--- config.mk ---
export PLATFORM = sky130hd
export DESIGN_NAME = vip_ctrl_decoder
export DESIGN_NICKNAME = d
export VERILOG_FILES = /design/src/rtl/vip_pkg.sv /design/src/rtl/avst_skid_buffer.sv /design/src/rtl/vip_ctrl_decoder.sv
export SDC_FILE = /design/constraint.sdc
export NUM_CORES = 1
export LEC_CHECK = 0
export ABC_AREA = 1
export CAP_MARGIN = 30
export CORE_MARGIN = 3
export CORE_UTILIZATION = 61
export DETAILED_ROUTE_END_ITERATION = 7
export HOLD_SLACK_MARGIN = 0.15
export PLACE_DENSITY = 0.8
export SLEW_MARGIN = 5
export SYNTH_ARGS = -nofsm -noshare
export SYNTH_HDL_FRONTEND = slang
export SYNTH_SLANG_ARGS = --single-unit
--- constraint.sdc ---
create_clock -name clk_i -period 15.2 [get_ports clk_i]
set_input_delay 3.04 -clock clk_i [delete_from_list [all_inputs] [get_ports clk_i]]
set_output_delay 3.04 -clock clk_i [all_outputs]
set_load 0.05 [all_outputs]
--- src/rtl/vip_pkg.sv ---
// ============================================================================
// Module   : vip_pkg
// Purpose  : Shared types and constants for the Avalon-ST video input stage.
//            Packet type codes, decoder state encoding, control field record
//            and a saturating counter helper.
// Ports    : none (package)
// Revision : 1.0 - initial release
// ============================================================================
`timescale 1ns/1ps
`default_nettype none

package vip_pkg;

   localparam logic [3:0] PKT_VIDEO = 4'h0;
   localparam logic [3:0] PKT_CTRL  = 4'hF;

   typedef enum logic [1:0] {
      S_IDLE  = 2'd0,
      S_CTRL  = 2'd1,
      S_VIDEO = 2'd2,
      S_OTHER = 2'd3
   } vip_state_e;

   typedef struct packed {
      logic [15:0] width;
      logic [15:0] height;
      logic [3:0]  interlace;
   } vip_ctrl_t;

   // Increment that sticks at all-ones instead of wrapping.
   function automatic logic [31:0] sat_inc32(input logic [31:0] v);
      return (v == 32'hFFFF_FFFF) ? v : v + 32'd1;
   endfunction

endpackage

`default_nettype wire

--- src/rtl/avst_skid_buffer.sv ---
// ============================================================================
// Module   : avst_skid_buffer
// Purpose  : Generic 2-entry ready/valid slice. Full throughput, one cycle
//            latency from input acceptance to output valid, registered ready.
// Ports    : clk_i, rst_n_i        clock, async active-low reset
//            in_valid_i/in_ready_o/in_data_i     sink side
//            out_valid_o/out_ready_i/out_data_o  source side
// Revision : 1.0 - initial release
// ============================================================================
`timescale 1ns/1ps
`default_nettype none

module avst_skid_buffer
   import vip_pkg::*;
#(
   parameter int DW = 8
) (
   input  logic          clk_i,
   input  logic          rst_n_i,
   input  logic          in_valid_i,
   output logic          in_ready_o,
   input  logic [DW-1:0] in_data_i,
   output logic          out_valid_o,
   input  logic          out_ready_i,
   output logic [DW-1:0] out_data_o
);

   logic [DW-1:0] ent0_q, ent0_d;
   logic [DW-1:0] ent1_q, ent1_d;
   logic          wr_ptr_q, wr_ptr_d;
   logic          rd_ptr_q, rd_ptr_d;
   logic [1:0]    count_q, count_d;
   // Holds ready low while reset is asserted and until the first clock after.
   logic          live_q, live_d;

   logic in_acc;
   logic out_acc;

   assign in_ready_o  = live_q & (count_q != 2'd2);
   assign out_valid_o = (count_q != 2'd0);
   assign out_data_o  = rd_ptr_q ? ent1_q : ent0_q;

   assign in_acc  = in_valid_i & in_ready_o;
   assign out_acc = out_valid_o & out_ready_i;

   always_comb begin
      ent0_d   = ent0_q;
      ent1_d   = ent1_q;
      wr_ptr_d = wr_ptr_q;
      rd_ptr_d = rd_ptr_q;
      live_d   = 1'b1;
      count_d  = count_q + {1'b0, in_acc} - {1'b0, out_acc};
      if (in_acc) begin
         if (wr_ptr_q) ent1_d = in_data_i;
         else          ent0_d = in_data_i;
         wr_ptr_d = ~wr_ptr_q;
      end
      if (out_acc) begin
         rd_ptr_d = ~rd_ptr_q;
      end
   end

   always_ff @(posedge clk_i or negedge rst_n_i) begin
      if (!rst_n_i) begin
         ent0_q   <= '0;
         ent1_q   <= '0;
         wr_ptr_q <= 1'b0;
         rd_ptr_q <= 1'b0;
         count_q  <= 2'd0;
         live_q   <= 1'b0;
      end else begin
         ent0_q   <= ent0_d;
         ent1_q   <= ent1_d;
         wr_ptr_q <= wr_ptr_d;
         rd_ptr_q <= rd_ptr_d;
         count_q  <= count_d;
         live_q   <= live_d;
      end
   end

endmodule

`default_nettype wire

--- src/rtl/vip_ctrl_decoder.sv ---
// ============================================================================
// Module   : vip_ctrl_decoder
// Purpose  : Avalon-ST video input stage. Forwards every beat through a skid
//            buffer, decodes control packets into width/height/interlace,
//            tags video pixels with end-of-line / start-of-frame sideband and
//            reports frames whose pixel count differs from width*height.
// Ports    : clk_i, rst_n_i                    clock, async active-low reset
//            avst_din_*                        Avalon-ST sink
//            avst_dout_*, dout_eol_o, dout_sof_o  Avalon-ST source + sideband
//            width_o, height_o, interlace_o    active control fields
//            ctrl_update_o, ctrl_err_o         control commit / reject pulses
//            frame_done_o, frame_short_o, frame_long_o  frame status pulse
// Revision : 1.0 - initial release
// ============================================================================
`timescale 1ns/1ps
`default_nettype none

module vip_ctrl_decoder
   import vip_pkg::*;
#(
   parameter int BITS_PER_SYMBOL  = 8,
   parameter int SYMBOLS_PER_BEAT = 3,
   parameter int DEFAULT_WIDTH    = 20,
   parameter int DEFAULT_HEIGHT   = 20
) (
   input  logic                                      clk_i,
   input  logic                                      rst_n_i,
   output logic                                      avst_din_ready_o,
   input  logic                                      avst_din_valid_i,
   input  logic                                      avst_din_sop_i,
   input  logic                                      avst_din_eop_i,
   input  logic [BITS_PER_SYMBOL*SYMBOLS_PER_BEAT-1:0] avst_din_data_i,
   input  logic                                      avst_dout_ready_i,
   output logic                                      avst_dout_valid_o,
   output logic                                      avst_dout_sop_o,
   output logic                                      avst_dout_eop_o,
   output logic [BITS_PER_SYMBOL*SYMBOLS_PER_BEAT-1:0] avst_dout_data_o,
   output logic                                      dout_eol_o,
   output logic                                      dout_sof_o,
   output logic [15:0]                               width_o,
   output logic [15:0]                               height_o,
   output logic [3:0]                                interlace_o,
   output logic                                      ctrl_update_o,
   output logic                                      ctrl_err_o,
   output logic                                      frame_done_o,
   output logic                                      frame_short_o,
   output logic                                      frame_long_o
);

   localparam int DW = BITS_PER_SYMBOL * SYMBOLS_PER_BEAT;
   localparam int BW = DW + 4;

   // ------------------------------------------------------------------
   // Low nibble of symbols 0..2 of the incoming beat
   // ------------------------------------------------------------------
   logic [3:0] nib0, nib1, nib2;

   generate
      if (SYMBOLS_PER_BEAT >= 3 && BITS_PER_SYMBOL >= 4) begin : g_nib
         assign nib0 = avst_din_data_i[3:0];
         assign nib1 = avst_din_data_i[BITS_PER_SYMBOL+3:BITS_PER_SYMBOL];
         assign nib2 = avst_din_data_i[2*BITS_PER_SYMBOL+3:2*BITS_PER_SYMBOL];
      end else begin : g_no_nib
         // Control decoding needs three symbols; narrower beats never commit.
         assign nib0 = 4'h0;
         assign nib1 = 4'h0;
         assign nib2 = 4'h0;
      end
   endgenerate

   // ------------------------------------------------------------------
   // State
   // ------------------------------------------------------------------
   vip_state_e  state_q, state_d;
   logic [1:0]  k_q, k_d;
   vip_ctrl_t   shadow_q, shadow_d;
   vip_ctrl_t   fields_q, fields_d;
   logic [15:0] x_q, x_d;
   logic [31:0] pix_cnt_q, pix_cnt_d;
   logic        ctrl_update_q, ctrl_update_d;
   logic        ctrl_err_q, ctrl_err_d;
   logic        frame_done_q, frame_done_d;
   logic        frame_short_q, frame_short_d;
   logic        frame_long_q, frame_long_d;

   logic        acc, acc_sop, acc_beat, acc_eop;
   logic [3:0]  pkt_type;
   logic [31:0] frame_size;
   logic        pix_eol, pix_sof;

   assign acc        = avst_din_valid_i & avst_din_ready_o;
   assign acc_sop    = acc & avst_din_sop_i;
   assign acc_beat   = acc & ~avst_din_sop_i;
   assign acc_eop    = acc & avst_din_eop_i;
   assign pkt_type   = avst_din_data_i[3:0];
   assign frame_size = 32'(fields_q.width) * 32'(fields_q.height);

   always_comb begin
      state_d       = state_q;
      k_d           = k_q;
      shadow_d      = shadow_q;
      fields_d      = fields_q;
      x_d           = x_q;
      pix_cnt_d     = pix_cnt_q;
      ctrl_update_d = 1'b0;
      ctrl_err_d    = 1'b0;
      frame_done_d  = 1'b0;
      frame_short_d = 1'b0;
      frame_long_d  = 1'b0;
      pix_eol       = 1'b0;
      pix_sof       = 1'b0;

      if (acc_sop) begin
         // A new sop closes whatever packet was still open.
         if (state_q == S_VIDEO) begin
            frame_done_d  = 1'b1;
            frame_short_d = 1'b1;
         end
         if (state_q == S_CTRL) begin
            ctrl_err_d = 1'b1;
         end
         k_d       = 2'd0;
         x_d       = 16'd0;
         pix_cnt_d = 32'd0;
         if (pkt_type == PKT_CTRL) begin
            if (acc_eop) begin
               ctrl_err_d = 1'b1;
               state_d    = S_IDLE;
            end else begin
               state_d = S_CTRL;
            end
         end else if (pkt_type == PKT_VIDEO) begin
            if (acc_eop) begin
               frame_done_d  = 1'b1;
               frame_short_d = 1'b1;
               state_d       = S_IDLE;
            end else begin
               state_d = S_VIDEO;
            end
         end else begin
            state_d = acc_eop ? S_IDLE : S_OTHER;
         end
      end else if (acc_beat) begin
         case (state_q)
            S_CTRL: begin
               case (k_q)
                  2'd0: begin
                     shadow_d.width[15:4] = {nib0, nib1, nib2};
                     k_d = 2'd1;
                  end
                  2'd1: begin
                     shadow_d.width[3:0]   = nib0;
                     shadow_d.height[15:8] = {nib1, nib2};
                     k_d = 2'd2;
                  end
                  2'd2: begin
                     shadow_d.height[7:0] = {nib0, nib1};
                     shadow_d.interlace   = nib2;
                     k_d = 2'd3;
                  end
                  default: ;  // trailing beats carry nothing
               endcase
               if (acc_eop) begin
                  state_d = S_IDLE;
                  if (k_d == 2'd3 && shadow_d.width != 16'd0 &&
                      shadow_d.height != 16'd0) begin
                     fields_d      = shadow_d;
                     ctrl_update_d = 1'b1;
                  end else begin
                     ctrl_err_d = 1'b1;
                  end
               end
            end
            S_VIDEO: begin
               pix_sof   = (pix_cnt_q == 32'd0);
               pix_eol   = (x_q == fields_q.width - 16'd1);
               x_d       = pix_eol ? 16'd0 : x_q + 16'd1;
               pix_cnt_d = sat_inc32(pix_cnt_q);
               if (acc_eop) begin
                  frame_done_d  = 1'b1;
                  frame_short_d = (pix_cnt_d < frame_size);
                  frame_long_d  = (pix_cnt_d > frame_size);
                  state_d       = S_IDLE;
               end
            end
            S_OTHER: begin
               if (acc_eop) state_d = S_IDLE;
            end
            default: ;  // beats outside a packet are forwarded only
         endcase
      end
   end

   always_ff @(posedge clk_i or negedge rst_n_i) begin
      if (!rst_n_i) begin
         state_q            <= S_IDLE;
         k_q                <= 2'd0;
         shadow_q           <= '0;
         fields_q.width     <= 16'(DEFAULT_WIDTH);
         fields_q.height    <= 16'(DEFAULT_HEIGHT);
         fields_q.interlace <= 4'h0;
         x_q                <= 16'd0;
         pix_cnt_q          <= 32'd0;
         ctrl_update_q      <= 1'b0;
         ctrl_err_q         <= 1'b0;
         frame_done_q       <= 1'b0;
         frame_short_q      <= 1'b0;
         frame_long_q       <= 1'b0;
      end else begin
         state_q       <= state_d;
         k_q           <= k_d;
         shadow_q      <= shadow_d;
         fields_q      <= fields_d;
         x_q           <= x_d;
         pix_cnt_q     <= pix_cnt_d;
         ctrl_update_q <= ctrl_update_d;
         ctrl_err_q    <= ctrl_err_d;
         frame_done_q  <= frame_done_d;
         frame_short_q <= frame_short_d;
         frame_long_q  <= frame_long_d;
      end
   end

   // ------------------------------------------------------------------
   // Datapath: beat and its sideband travel together
   // ------------------------------------------------------------------
   logic [BW-1:0] skid_in, skid_out;
   logic          skid_valid;

   assign skid_in = {avst_din_sop_i, avst_din_eop_i, pix_eol, pix_sof, avst_din_data_i};

   avst_skid_buffer #(
      .DW (BW)
   ) u_skid (
      .clk_i       (clk_i),
      .rst_n_i     (rst_n_i),
      .in_valid_i  (avst_din_valid_i),
      .in_ready_o  (avst_din_ready_o),
      .in_data_i   (skid_in),
      .out_valid_o (skid_valid),
      .out_ready_i (avst_dout_ready_i),
      .out_data_o  (skid_out)
   );

   // Framing bits are masked when nothing is presented so stale flags never leak.
   assign avst_dout_valid_o = skid_valid;
   assign avst_dout_sop_o   = skid_valid & skid_out[BW-1];
   assign avst_dout_eop_o   = skid_valid & skid_out[BW-2];
   assign dout_eol_o        = skid_valid & skid_out[BW-3];
   assign dout_sof_o        = skid_valid & skid_out[BW-4];
   assign avst_dout_data_o  = skid_out[DW-1:0];

   assign width_o       = fields_q.width;
   assign height_o      = fields_q.height;
   assign interlace_o   = fields_q.interlace;
   assign ctrl_update_o = ctrl_update_q;
   assign ctrl_err_o    = ctrl_err_q;
   assign frame_done_o  = frame_done_q;
   assign frame_short_o = frame_short_q;
   assign frame_long_o  = frame_long_q;

endmodule

`default_nettype wire
* Word-level counts from Yosys, hierarchy flattened *
Cells that the tools add are included.

storage, ports and cells
  output and inout port bits = 71
  bits in read-only memories = 0
  word-level logic and storage cells = 146
  memories kept = 0
  memory bits (writable) = 0
  bits in latches = 0
  bits in registers = 190

operators by class
  shifts and indexed selects = 0
  divide/modulo/power cells = 0
  equality and inequality tests = 10
  mux-type cells = 72
  reductions and logical operators = 21
  bitwise gates (word level) = 14
  add/subtract/negate cells = 5
  order comparisons = 2
  multiply operators = 1

operators with widths
  kind                   count
  $mux 12                12
  $mux 32                4
  $mux 16                4
  $mux 1                 36
  $add 32x1->32 const B  1
  $eq 32x32->1 const B   1
  $gt 32x32->1           1
  $logic_not 32->1       1
  $lt 32x32->1           1
  $mul 16x16->32         1
  $reduce_bool 16->1     2
  $mux 2                 14
  $mux 28                1
  $add 16x1->16 const B  1
  $eq 16x16->1           1
  $sub 16x1->16 const B  1
  $reduce_bool 2->1      6
  $and 1x1->1            10
  $eq 2x2->1 const B     4
  $reduce_and 2->1       4
  $pmux 2 s3             1
  $reduce_and 3->1       2
  $reduce_and 5->1       1
  $eq 2x1->1 const B     2
  other kinds (9)        13

* Depth between registers and ports, before layout *
  depth in word-level cells = 14
  mapped depth = 37

* Hierarchy *
Synthesis repeated with hierarchy kept, for this count alone.

unflattened totals
  cell total of the unflattened synthesis = 2,823
  area, all modules = 20,418.3 µm²

modules (own cells, without submodules)
  module            sequential area each (µm²)  area each (µm²)  cells each  instances
  vip_ctrl_decoder  3,233.1                     17,525.6         2,459       1
  avst_skid_buffer  1,526.5                     2,892.8          364         1

* Least setup slack after synthesis *
Ideal clock, no wire load.

  path kind = register to register
  from = reg fields_q (netlist bit width_o[7])
  to = reg frame_long_q, in the netlist frame_long_o
  cell stages (with the launch flop) = 32
  arrival = 6,913 ps
  period minus slack after synthesis = 6,978 ps
  library setup time = 65 ps
  slack = 8,222 ps
  path through = dfrtp_1 > clkbuf_1 > buf_1 > nand2_1 > fa_1 > inv_1 > fa_1 > inv_1 > fa_1 > inv_1 > fa_1 > fa_1 > inv_1 > fa_1 > inv_1 > ha_1 > a21oi_1 > o21ai_0 > a21oi_1 > o21a_1 > o21ai_0 > xor2_1 > ha_1 > nand2_1 > nor2_1 > nand4_1 > inv_1 > nand2_1 > nor3_1 > nand2_1 > nand2_1 > o211a_1

between the ends
  word-level cells in the longest chain between the ends = 6

RTL lines
  element                 RTL line                 text
  start, declared         vip_ctrl_decoder.sv:77   vip_ctrl_t fields_q, fields_d;
  start signal, assigned  vip_ctrl_decoder.sv:213  fields_q <= fields_d;
  $mul 16x16->32          vip_ctrl_decoder.sv:96   assign frame_size = 32'(fields_q.width) * 32'(fields_q.height);
  $gt 32x32->1            vip_ctrl_decoder.sv:182  frame_long_d = (pix_cnt_d > frame_size);
  $mux 1                  vip_ctrl_decoder.sv:179  if (acc_eop) begin
  $mux 1                  vip_ctrl_decoder.sv:144  case (state_q)
  $mux 1                  vip_ctrl_decoder.sv:143  end else if (acc_beat) begin
  $mux 1                  vip_ctrl_decoder.sv:113  if (acc_sop) begin
  named net frame_long_d  vip_ctrl_decoder.sv:84   logic frame_long_q, frame_long_d;
  end signal, assigned    vip_ctrl_decoder.sv:220  frame_long_q <= frame_long_d;
  end, declared           vip_ctrl_decoder.sv:84

The timed path passes the listed nets, and every way through them passes these cells.
A chain may end at the register's enable or synchronous reset.

* Final worst setup path *
  from = reg fields_q (netlist bit width_o[8])
  to = reg frame_long_q, in the netlist frame_long_o

The elaborated chain is that of the path after synthesis.

==> flow_metrics.tcl <==
set metrics [dict create \
    outcome "finished, final reports clean" \
    cp_num_buf_inv 4 \
    post-cts-setup-buffers 0 \
    hold_viol 0 \
    synth_fp_nets 3092 \
    clk_pin_slew_ns 0.07 \
    wirelength_um 55400 \
    slew_headroom_pct 30.6 \
    hold_buffers 0 \
    crit_family "adder cells" \
    grt_pass1_vias 18100 \
    ys_seq_elements 190 \
    dp_hpwl_um 42000 \
    cp.depth 26 \
    hold_path.class "reg2reg" \
    core_um2 32000 \
    drv_cap 0 \
    numCtsBuffers 17 \
    fin_setup_tns_ns 0 \
    cts_tree "yes" \
    ant_nets 0 \
    grt_pass1_wl_um 92300 \
    drt_pass1_iterations 5 \
    viasPerCell 5.59 \
    required_ns 15.60 \
    path_common_cell "fa_1" \
    fillers 2711 \
    cts-root-buf "clkbuf_16" \
    avgSynthCellArea_um2 7.37 \
    finalCritPeriodShare_pct 49.2 \
    synth-seq-area-share_pct 23.7 \
    worst_path_largest_cell_delay_ns 1.03 \
    grt_max_degree 110 \
    syn_to_final_growth_pct 8.45 \
    finalCriticalPeriod_ns 7.48 \
    timing.fmax_ghz 0.134 \
    via_count 17800 \
    die_w_um 187 \
    synth_ff_type "dfrtp_1" \
    drive_above_1_share_pct 3.09 \
    globalplace.congestion 0.918 \
    worstRegToRegCells 26 \
    syn_inst 2726 \
    drc 0 \
    synth_cell_types 48 \
    grt_util_all_layers_pct 32.6 \
    endpoint_kind "flop" \
    whs_ns 0.478 \
    die-area_um2 35100 \
    slew_violations 0 \
    path_class "reg2reg" \
    row_count 65 \
    p_per_area_nw_per_um2 92.7 \
    hold_depth 2 \
    clock_skew_ns 0.0137 \
    rsz0062_at_grt "false" \
    final_nets 3101 \
    path_max_fanout 22 \
    setup_viol 0 \
    clock_latency_ns 0.46 \
    clockBufferDepth 2 \
    portBuffers 100 \
    leakage_uw 0.0120 \
    wl_per_cell_um 17.4 \
    start_kind "flop" \
    cts-resized-gates 0 \
    start_util_pct 62.8 \
    drtIter0Drc 1636 \
    antenna_found_initial 0 \
    ir_worst_vdd_uv 186 \
    arrival_ns 7.88 \
    overflow 0 \
    synthArstFlopShare_pct 100 \
    antennaDiodeCount 0 \
    syn_area_um2 20100 \
    slowest_stage "dfrtp_1" \
    synth_enable_flop_cells 0 \
    die_y_um 187 \
    yosys_warnings 0 \
    tightestPinTransition_ns 1.04 \
    io-pin-count 101 \
    clock_sinks 190 \
    h-tree-depth 4 \
]
==> metal layers <==
metal	up-vias	global-route usage, %	part of all wire [%]
met5	-	0	0
met4	0	10.4	2.8
met3	109	6.02	8.6
met2	780	52.8	47
met1	8596	44.9	42
li1	8308	-	-
==> cell usage after synthesis (2+ instances only) <==
master,instances,area (µm²)
nand2_1,868,3260
inv_1,541,2030
fa_1,194,3880
dfrtp_1,186,4650
o21ai_0,156,781
ha_1,142,1780
nor2_1,107,402
clkbuf_1,83,312
nand4_1,79,494
a21oi_1,66,330
xor2_1,61,534
nand3_1,44,220
nor3_1,33,165
o21ai_1,21,105
xnor2_1,19,166
nor4_1,15,93.8
buf_1,13,48.8
buf_2,12,60.1
o21a_1,11,82.6
buf_6,10,113
buf_4,8,60.1
inv_2,7,26.3
nand3b_1,5,37.5
nor2_2,5,31.3
nor2_4,5,56.3
dfstp_2,4,105
nand2_2,4,25.0
nor3_2,3,30.0
a31oi_1,2,12.5
o211ai_1,2,15.0
o22ai_1,2,12.5
o31ai_1,2,15.0
==> flip-flops by register name (all words and copies together), names as in the netlist <==
signal           count
u_skid.ent0_q       28
u_skid.count_q       2
state_q              2
shadow_q            36
interlace_o          4
pix_cnt_q           32
x_q                 16
u_skid.wr_ptr_q      1
u_skid.rd_ptr_q      1
u_skid.live_q        1
frame_short_o        1
ctrl_err_o           1
ctrl_update_o        1
u_skid.ent1_q       28
k_q                  2
frame_long_o         1
frame_done_o         1
width_o             16
height_o            16
==> area by class of cell <==
class	instances	area, µm²	share of cell area (%)
multi-input cells	1861	12700	58.2
flip-flops and latches	190	4760	21.9
inverters	549	2060	9.46
repair buffers	116	1160	5.31
well taps	435	544	2.50
clock buffers	18	429	1.97
clock inverters	14	151	0.695
==> worst paths after layout <==
check	start	to	slack [ns]
worst min-delay path	shadow_q[23]	shadow_q[23]	0.48
worst min register to register	shadow_q[23]	shadow_q[23]	0.48
worst max register to register	width_o[8]	frame_long_o	7.72
worst max-delay path	width_o[8]	frame_long_o	7.72
max in group asynchronous	rst_n_i	width_o[2]	11.09
min in group asynchronous	rst_n_i	pix_cnt_q[13]	2.66
==> logic make-up (layout without fill, tap and decap cells) <==
kind of cell | count (synthesis) | in the layout | share of synthesized area (%)
flops | 190 | 190 | 23.7
fa+ha+maj | 336 | 336 | 28.2
simple gates | 1175 | 1175 | 24.3
compound gates | 269 | 269 | 7.11
xor+xnor | 80 | 80 | 3.49
buf+inv | 675 | 697 | 13.2
other cells | 1 | 1 | 0.0187
==> layout by cell type (no fill, tap or decap), types with 65 or more instances in the layout <==
cell	synthesis	final
ha_1	142	142
clkdlybuf4s50_1	0	99
nand4_1	79	79
dfrtp_1	186	186
nand2_1	868	868
fa_1	194	194
nor2_1	107	105
inv_1	541	541
a21oi_1	66	65
o21ai_0	156	156
==> worst reg2reg max path: cells and delay by family (launching register included) <==
family                   cells  cell delay (ns)
flip-flops                   1             1.03
AO/OA/AOI/OAI                3             0.91
XOR/XNOR                     1             0.13
adder cells (fa/ha/maj)      8             3.82
AND/OR/NAND/NOR             10             1.27
buffers and inverters        4             0.26
==> metrics by stage <==
| stage | std cells | cell area [µm²] | utilization (%) | setup WS, ns | power [µW] |
|---|---|---|---|---|---|
| floorplan | 2726 | 20100 | - | 8.22 | 1330 |
| global placement | 3149 | 21200 | 66.2 | 7.98 | 1540 |
| detailed placement | 3150 | 21200 | 66.2 | 7.90 | 1560 |
| CTS | 3182 | 21800 | 68.1 | 7.87 | 2020 |
| global route | 3183 | 21800 | 68.1 | 7.33 | 2140 |
| finish | 3183 | 21800 | 68.1 | 7.72 | 2020 |
==> where the power goes <==
part / total (µW) / leakage, µW / internal, µW / switching, µW
Clock: 447 / 0.000288 / 232 / 215
Combinational: 875 / 0.00923 / 258 / 617
Sequential: 697 / 0.00251 / 620 / 77.1
No activity file was read; power rests on OpenSTA's default activity.
==> variant 1, RTL diff (config.mk and constraints unchanged) <==
`SYMBOLS_PER_BEAT`: 3 -> 5.
--- a/src/rtl/vip_ctrl_decoder.sv
+++ b/src/rtl/vip_ctrl_decoder.sv
@@ -20,5 +20,5 @@
 #(
    parameter int BITS_PER_SYMBOL  = 8,
-   parameter int SYMBOLS_PER_BEAT = 3,
+   parameter int SYMBOLS_PER_BEAT = 5,
    parameter int DEFAULT_WIDTH    = 20,
    parameter int DEFAULT_HEIGHT   = 20
Ports: changed (resized avst_din_data_i and avst_dout_data_o); port bits go from 101 to 133. No check against the original RTL was run, so the function may have changed too.
==> variant 1 against the unedited design <==
  * Power rose by 28%
  * Sequential cell count up 32
  * Wire length up 8.3%
  * Area after synthesis rose by 4.1%
  * Worst setup slack improved by 59 ps
  * Clock power is 49% higher
  * Hold slack better by 2.6 ps
  * Clock skew is 6.7 ps higher
  * Non-clock buffer count increased by 38
  * Cell area grew 7.7%
  * Critical path type unchanged
==> variant 1: results (changes against the unedited design) <==
status finished clean (unchanged); cell count after synthesis 2786 (was 2726); Cells after DPL 3261 (was 3150); # fillers 2783 (was 2711); Max stage delay on crit path 1000 ps (was 1030 ps); synthesized net count 3168 (was 3092); Iter 0 DRT Violations 1745 (was 1636); Reg2Reg Setup Slack 7780 ps (was 7720 ps); total global-route track usage 33.9% (was 32.6%); Seq/Total Area, Yosys 26.6% (was 23.7%); Worst EP arrival 7790 ps (was 7880 ps); Pre-Repair DR Iteration Count 6 (was 5); total wire length 60000 um (was 55400 um); Peak VDD IR 0.186 mV (about the same); CP Class flip-flop to flip-flop (unchanged); # port buffers 132 (was 100); cts repair resizes 0 (unchanged); n_diodes 0 (unchanged); crit path max-delay cell type dfrtp_1 (unchanged); number of H-tree levels 1 (was 4); Post-synth top cells nand2_1 (828), inv_1 (552), o21ai_0 (239) (was nand2_1 (868), inv_1 (541), fa_1 (194)); routability cong. 0.957 (was 0.918); Vias/cell 5.63 (was 5.59); top post-synthesis cells by area dfrtp_1 (26%), fa_1 (19%), nand2_1 (15%) (was dfrtp_1 (23%), fa_1 (19%), nand2_1 (16%)); placed inst area 0.0225 mm^2 (was 0.0212 mm^2); hold buffers post-CTS 0 (unchanged); Hold WC Path Type flip-flop to flip-flop (unchanged); YS warnings 0 (unchanged); Clock Latency Late Sink 530 ps (was 460 ps); final critical-path share of the clock period 48.8% (was 49.2%); Inserted Clock Buffers 24 (was 17); DR WL/cell 18.1 um (was 17.4 um); area of the multi-input gates 0.0127 mm^2 (about the same); Reg clk slew, reported paths 70 ps (about the same); post-CTS setup buffers 0 (unchanged); Async SR Flop Fraction 100% (unchanged); Clock Tree Buf Depth 3 (was 2); first-pass GRT wire length 98300 um (was 92300 um); biggest regs u_skid.ent0_q x44, u_skid.ent1_q x44, shadow_q x36 (was shadow_q x36, pix_cnt_q x32); placed wire-length estimate 43600 um (was 42000 um); relative slew slack 30.1% (was 30.6%); worst-path fanout max 22 (unchanged); Post-Place Worst Slack 7870 ps (was 7900 ps); Leak 0.0125 uW (was 0.0120 uW); proportion of layout cells with a drive suffix above 1 3.64% (was 3.09%); family with the most delay on the worst path adder cells (unchanged); vias in the first global route 19300 (was 18100); Net Sw Frac 41.9% (was 45.0%); Worst Skew 20.4 ps (was 13.7 ps); critical register-to-register path startpoint width_o[8]$_DFFE_PN0P_ (unchanged); largest net degree at the start of global routing 118 (was 110); Setup crit end frame_short_o$_DFF_PN0_ (was frame_long_o$_DFF_PN0_); count of cell types in the netlist 46 (was 48)
[variant 1: changes by cell type after synthesis, sizes merged, moves of 9 or more]
| cell | unedited run | this run |
|---|---|---|
| a21oi | 66 | 91 |
| nand2 | 873 | 832 |
| dfrtp | 186 | 218 |
| nand4 | 79 | 31 |
| inv | 548 | 561 |
| xor2 | 61 | 52 |
| o21ai | 177 | 256 |
[variant 1: final cells by class]
class,count,share of cell area (%)
sequential,222,23.7
tap,448,2.39
inverter,561,8.98
timing repair buffer,154,6.82
clock inverter,12,0.944
clock buffer,32,2.91
multi-input combinational,1879,54.2
[variant 1: layer usage]
metal	share of wire (%)	vias up	track usage, %
met3	9.4	210	7.01
met1	39	8910	43.7
met4	4.8	0	14.8
met5	0	-	0
li1	-	8588	-
met2	46	925	55.9
[variant 1: how the worst min path moves through the flow]
stage / start / end / depth (start not counted)
after floorplan: shadow_q[25]$_DFFE_PN0P_ / shadow_q[25]$_DFFE_PN0P_ / 2
after global placement: u_skid.ent1_q[13]$_DFFE_PN0P_ / u_skid.ent1_q[13]$_DFFE_PN0P_ / 2
after detailed placement: u_skid.ent1_q[26]$_DFFE_PN0P_ / u_skid.ent1_q[26]$_DFFE_PN0P_ / 2
after CTS: u_skid.ent1_q[39]$_DFFE_PN0P_ / u_skid.ent1_q[39]$_DFFE_PN0P_ / 2
after global routing: u_skid.ent1_q[25]$_DFFE_PN0P_ / u_skid.ent1_q[25]$_DFFE_PN0P_ / 2
final: u_skid.ent1_q[38]$_DFFE_PN0P_ / u_skid.ent1_q[38]$_DFFE_PN0P_ / 2
[variant 1: cells by family (layout without fill, tap and decap cells)]
group | Yosys count | count (layout) | synth area share (%)
adders and majority gates | 336 | 336 | 27.1
AOI/OAI and AO/OA | 373 | 373 | 9.37
buffers and inverters | 685 | 759 | 12.7
DFF | 222 | 222 | 26.6
xor gates and xnor gates | 75 | 75 | 3.14
and+or+nand+nor | 1094 | 1094 | 21.2
other | 1 | 1 | 0.0179
[variant 1: worst min-delay path, cell delays in order (launching register included)]
cell and delay, ps:
dfrtp_1 340, nand2_1 50, nand2_1 50
[variant 1: metrics by stage]
step | power (uW) | hold WS (ps)
after floorplan | 1570 | 448
after global placement | 1870 | 461
after global routing | 2730 | 496
after detailed placement | 1900 | 465
final | 2580 | 480
after CTS | 2590 | 482
[variant 1: power by group through the flow]
stage          clock (uW)  sequential [uW]  combinational [uW]
4_1_cts               674              841                1070
3_5_place_dp            0              848                1060
5_1_grt               700              859                1170
2_1_floorplan           0              828                 738
3_3_place_gp            0              841                1030
6_report              668              842                1070
==> variant 2, RTL diff (config.mk and constraints unchanged) <==
Without the edit above. Register the output `ctrl_err_o` once more, without a reset; this adds one clock of latency there. The other outputs are not delayed to match.
--- a/src/rtl/vip_ctrl_decoder.sv
+++ b/src/rtl/vip_ctrl_decoder.sv
@@ -255,5 +255,7 @@
    assign interlace_o   = fields_q.interlace;
    assign ctrl_update_o = ctrl_update_q;
-   assign ctrl_err_o    = ctrl_err_q;
+   always_ff @(posedge clk_i) begin
+      ctrl_err_o <= ctrl_err_q;
+   end
    assign frame_done_o  = frame_done_q;
    assign frame_short_o = frame_short_q;
Function: changed (a bounded check fails within 4 cycles, from zero or initial values and one cycle with rst_n_i low).
==> variant 2 against the unedited design <==
  * Sequential power grew 1%
  * Area after synthesis grew 0.77%
  * Sequential cell count grew 1
  * Wire length grew 4.0%
  * Utilization shrank 0.72 points
  * Synthesized cell count grew 0.33%
  * First-iteration DRC count grew 23%
  * Fmax grew 0.18%
  * Cell area grew 0.98%
  * Worst setup slack gained 14 ps
  * Power grew 2.9%
  * Die area grew 0.75%
==> variant 2: results (changes against the unedited design) <==
status finished clean (unchanged); worst-path fanout max 22 (unchanged); Reg clk slew, reported paths 80 ps; Worst EP arrival 7840 ps (was 7880 ps); Clock Root Buffer clkbuf_16 (unchanged); YS warnings 0 (unchanged); total global-route track usage 33.7% (was 32.6%); residual overflow from global routing 0 (unchanged); n_diodes 0 (unchanged); top post-synthesis cells by area dfrtp_1 (23%), fa_1 (19%), nand2_1 (16%) (unchanged); # port buffers 100 (unchanged); total wire length 57600 um (was 55400 um); net count reported at finish 3116 (was 3101); Pre-Repair DR Iteration Count 7 (was 5); relative slew slack 29.9% (was 30.6%); count of cell types in the netlist 49 (was 48); proportion of layout cells with a drive suffix above 1 3.84% (was 3.09%); cts repair resizes 0 (unchanged); post-route minimum period 7470 ps (was 7480 ps); Clock Tree Buf Depth 2 (unchanged); Clock Latency Late Sink 460 ps (about the same); biggest regs shadow_q x36, pix_cnt_q x32 (unchanged); Async SR Flop Fraction 99.5% (was 100%); Vias 18200 (was 17800); crit path max-delay cell type dfrtp_1 (unchanged); first-pass GRT wire length 95200 um (was 92300 um); Leak 0.0121 uW (was 0.0120 uW); routability cong. 1.05 (was 0.918); placed wire-length estimate 43300 um (was 42000 um); Seq/Total Area, Yosys 23.6% (was 23.7%); post-CTS setup buffers 0 (unchanged); Post-synth top cells nand2_1 (846), inv_1 (553), fa_1 (194) (was nand2_1 (868), inv_1 (541), fa_1 (194)); Max stage delay on crit path 1040 ps; Hold WC Path Type flip-flop to flip-flop (unchanged); Post-Place Worst Slack 7710 ps (was 7900 ps); initial antenna violation count 1 (was 0); number of H-tree levels 4 (unchanged); Iter 0 DRT Violations 2013 (was 1636); vias in the first global route 18400 (was 18100); largest net degree at the start of global routing 68 (was 110); placed inst area 0.0213 mm^2 (was 0.0212 mm^2); Peak VDD IR 0.203 mV (was 0.186 mV); Worst Skew 15.6 ps (was 13.7 ps); Inserted Clock Buffers 17 (unchanged)
## variant 2: metrics by stage
step	instances	hold slack [ps]	total power, uW	utilization [%]
finish	3205	344	2080	67.4
global route	3205	356	2200	67.4
CTS	3203	346	2080	67.3
detailed placement	3171	328	1590	65.3
global placement	3170	328	1560	65.3
floorplan	2735	324	1350	-
## variant 2: worst paths after layout
kind | startpoint | endpoint | cells past startpoint
max in group asynchronous | rst_n_i | shadow_q[21]$_DFFE_PN0P_ | 3
min in group asynchronous | rst_n_i | frame_long_o$_DFF_PN0_ | 1
worst max register to register | width_o[6]$_DFFE_PN0P_ | frame_short_o$_DFF_PN0_ | 27
worst max-delay path | width_o[6]$_DFFE_PN0P_ | frame_short_o$_DFF_PN0_ | 27
worst min register to register | ctrl_err_q$_DFF_PN0_ | ctrl_err_o$_DFF_P_ | 0
worst min-delay path | ctrl_err_q$_DFF_PN0_ | ctrl_err_o$_DFF_P_ | 0
## variant 2: kinds of logic after synthesis
family	count (synthesis)	share of synthesized area (%)
simple gates	1160	23.9
fa+ha+maj	336	28.0
other cells	1	0.0185
buf+inv	686	13.6
xor+xnor	80	3.46
compound gates	281	7.47
flops	191	23.6
## variant 2: power by group
part | switching (uW) | internal, uW | total [uW] | leakage [uW]
registers | 79.6 | 624 | 704 | 0.00252
logic | 631 | 267 | 898 | 0.00925
clock network | 235 | 242 | 477 | 0.000308
## variant 2: routing by layer
layer	track usage [%]	wire length, um
met4	14.8	2660
met3	6.51	5330
met2	54.4	26700
met5	0	0
met1	44.7	22900
## variant 2: area by class of cell
| type | instances | area, um^2 |
|---|---|---|
| Clock buffer | 17 | 425 |
| Multi-Input combinational cell | 1858 | 12700 |
| Fill cell | 2756 | 10600 |
| Inverter | 562 | 2110 |
| Clock inverter | 15 | 215 |
| Timing Repair Buffer | 120 | 1190 |
| Sequential cell | 191 | 4780 |
| Tap cell | 442 | 553 |
## variant 2: critical path: cells and delay by family, from the launching register on
kind                       cells  cell delay, ps
AOI/OAI and AO/OA              7            1220
xor gates and xnor gates       1             320
adders and majority gates      8            3920
buffers and inverters          6             330
DFF                            1            1040
and+or+nand+nor                5             550
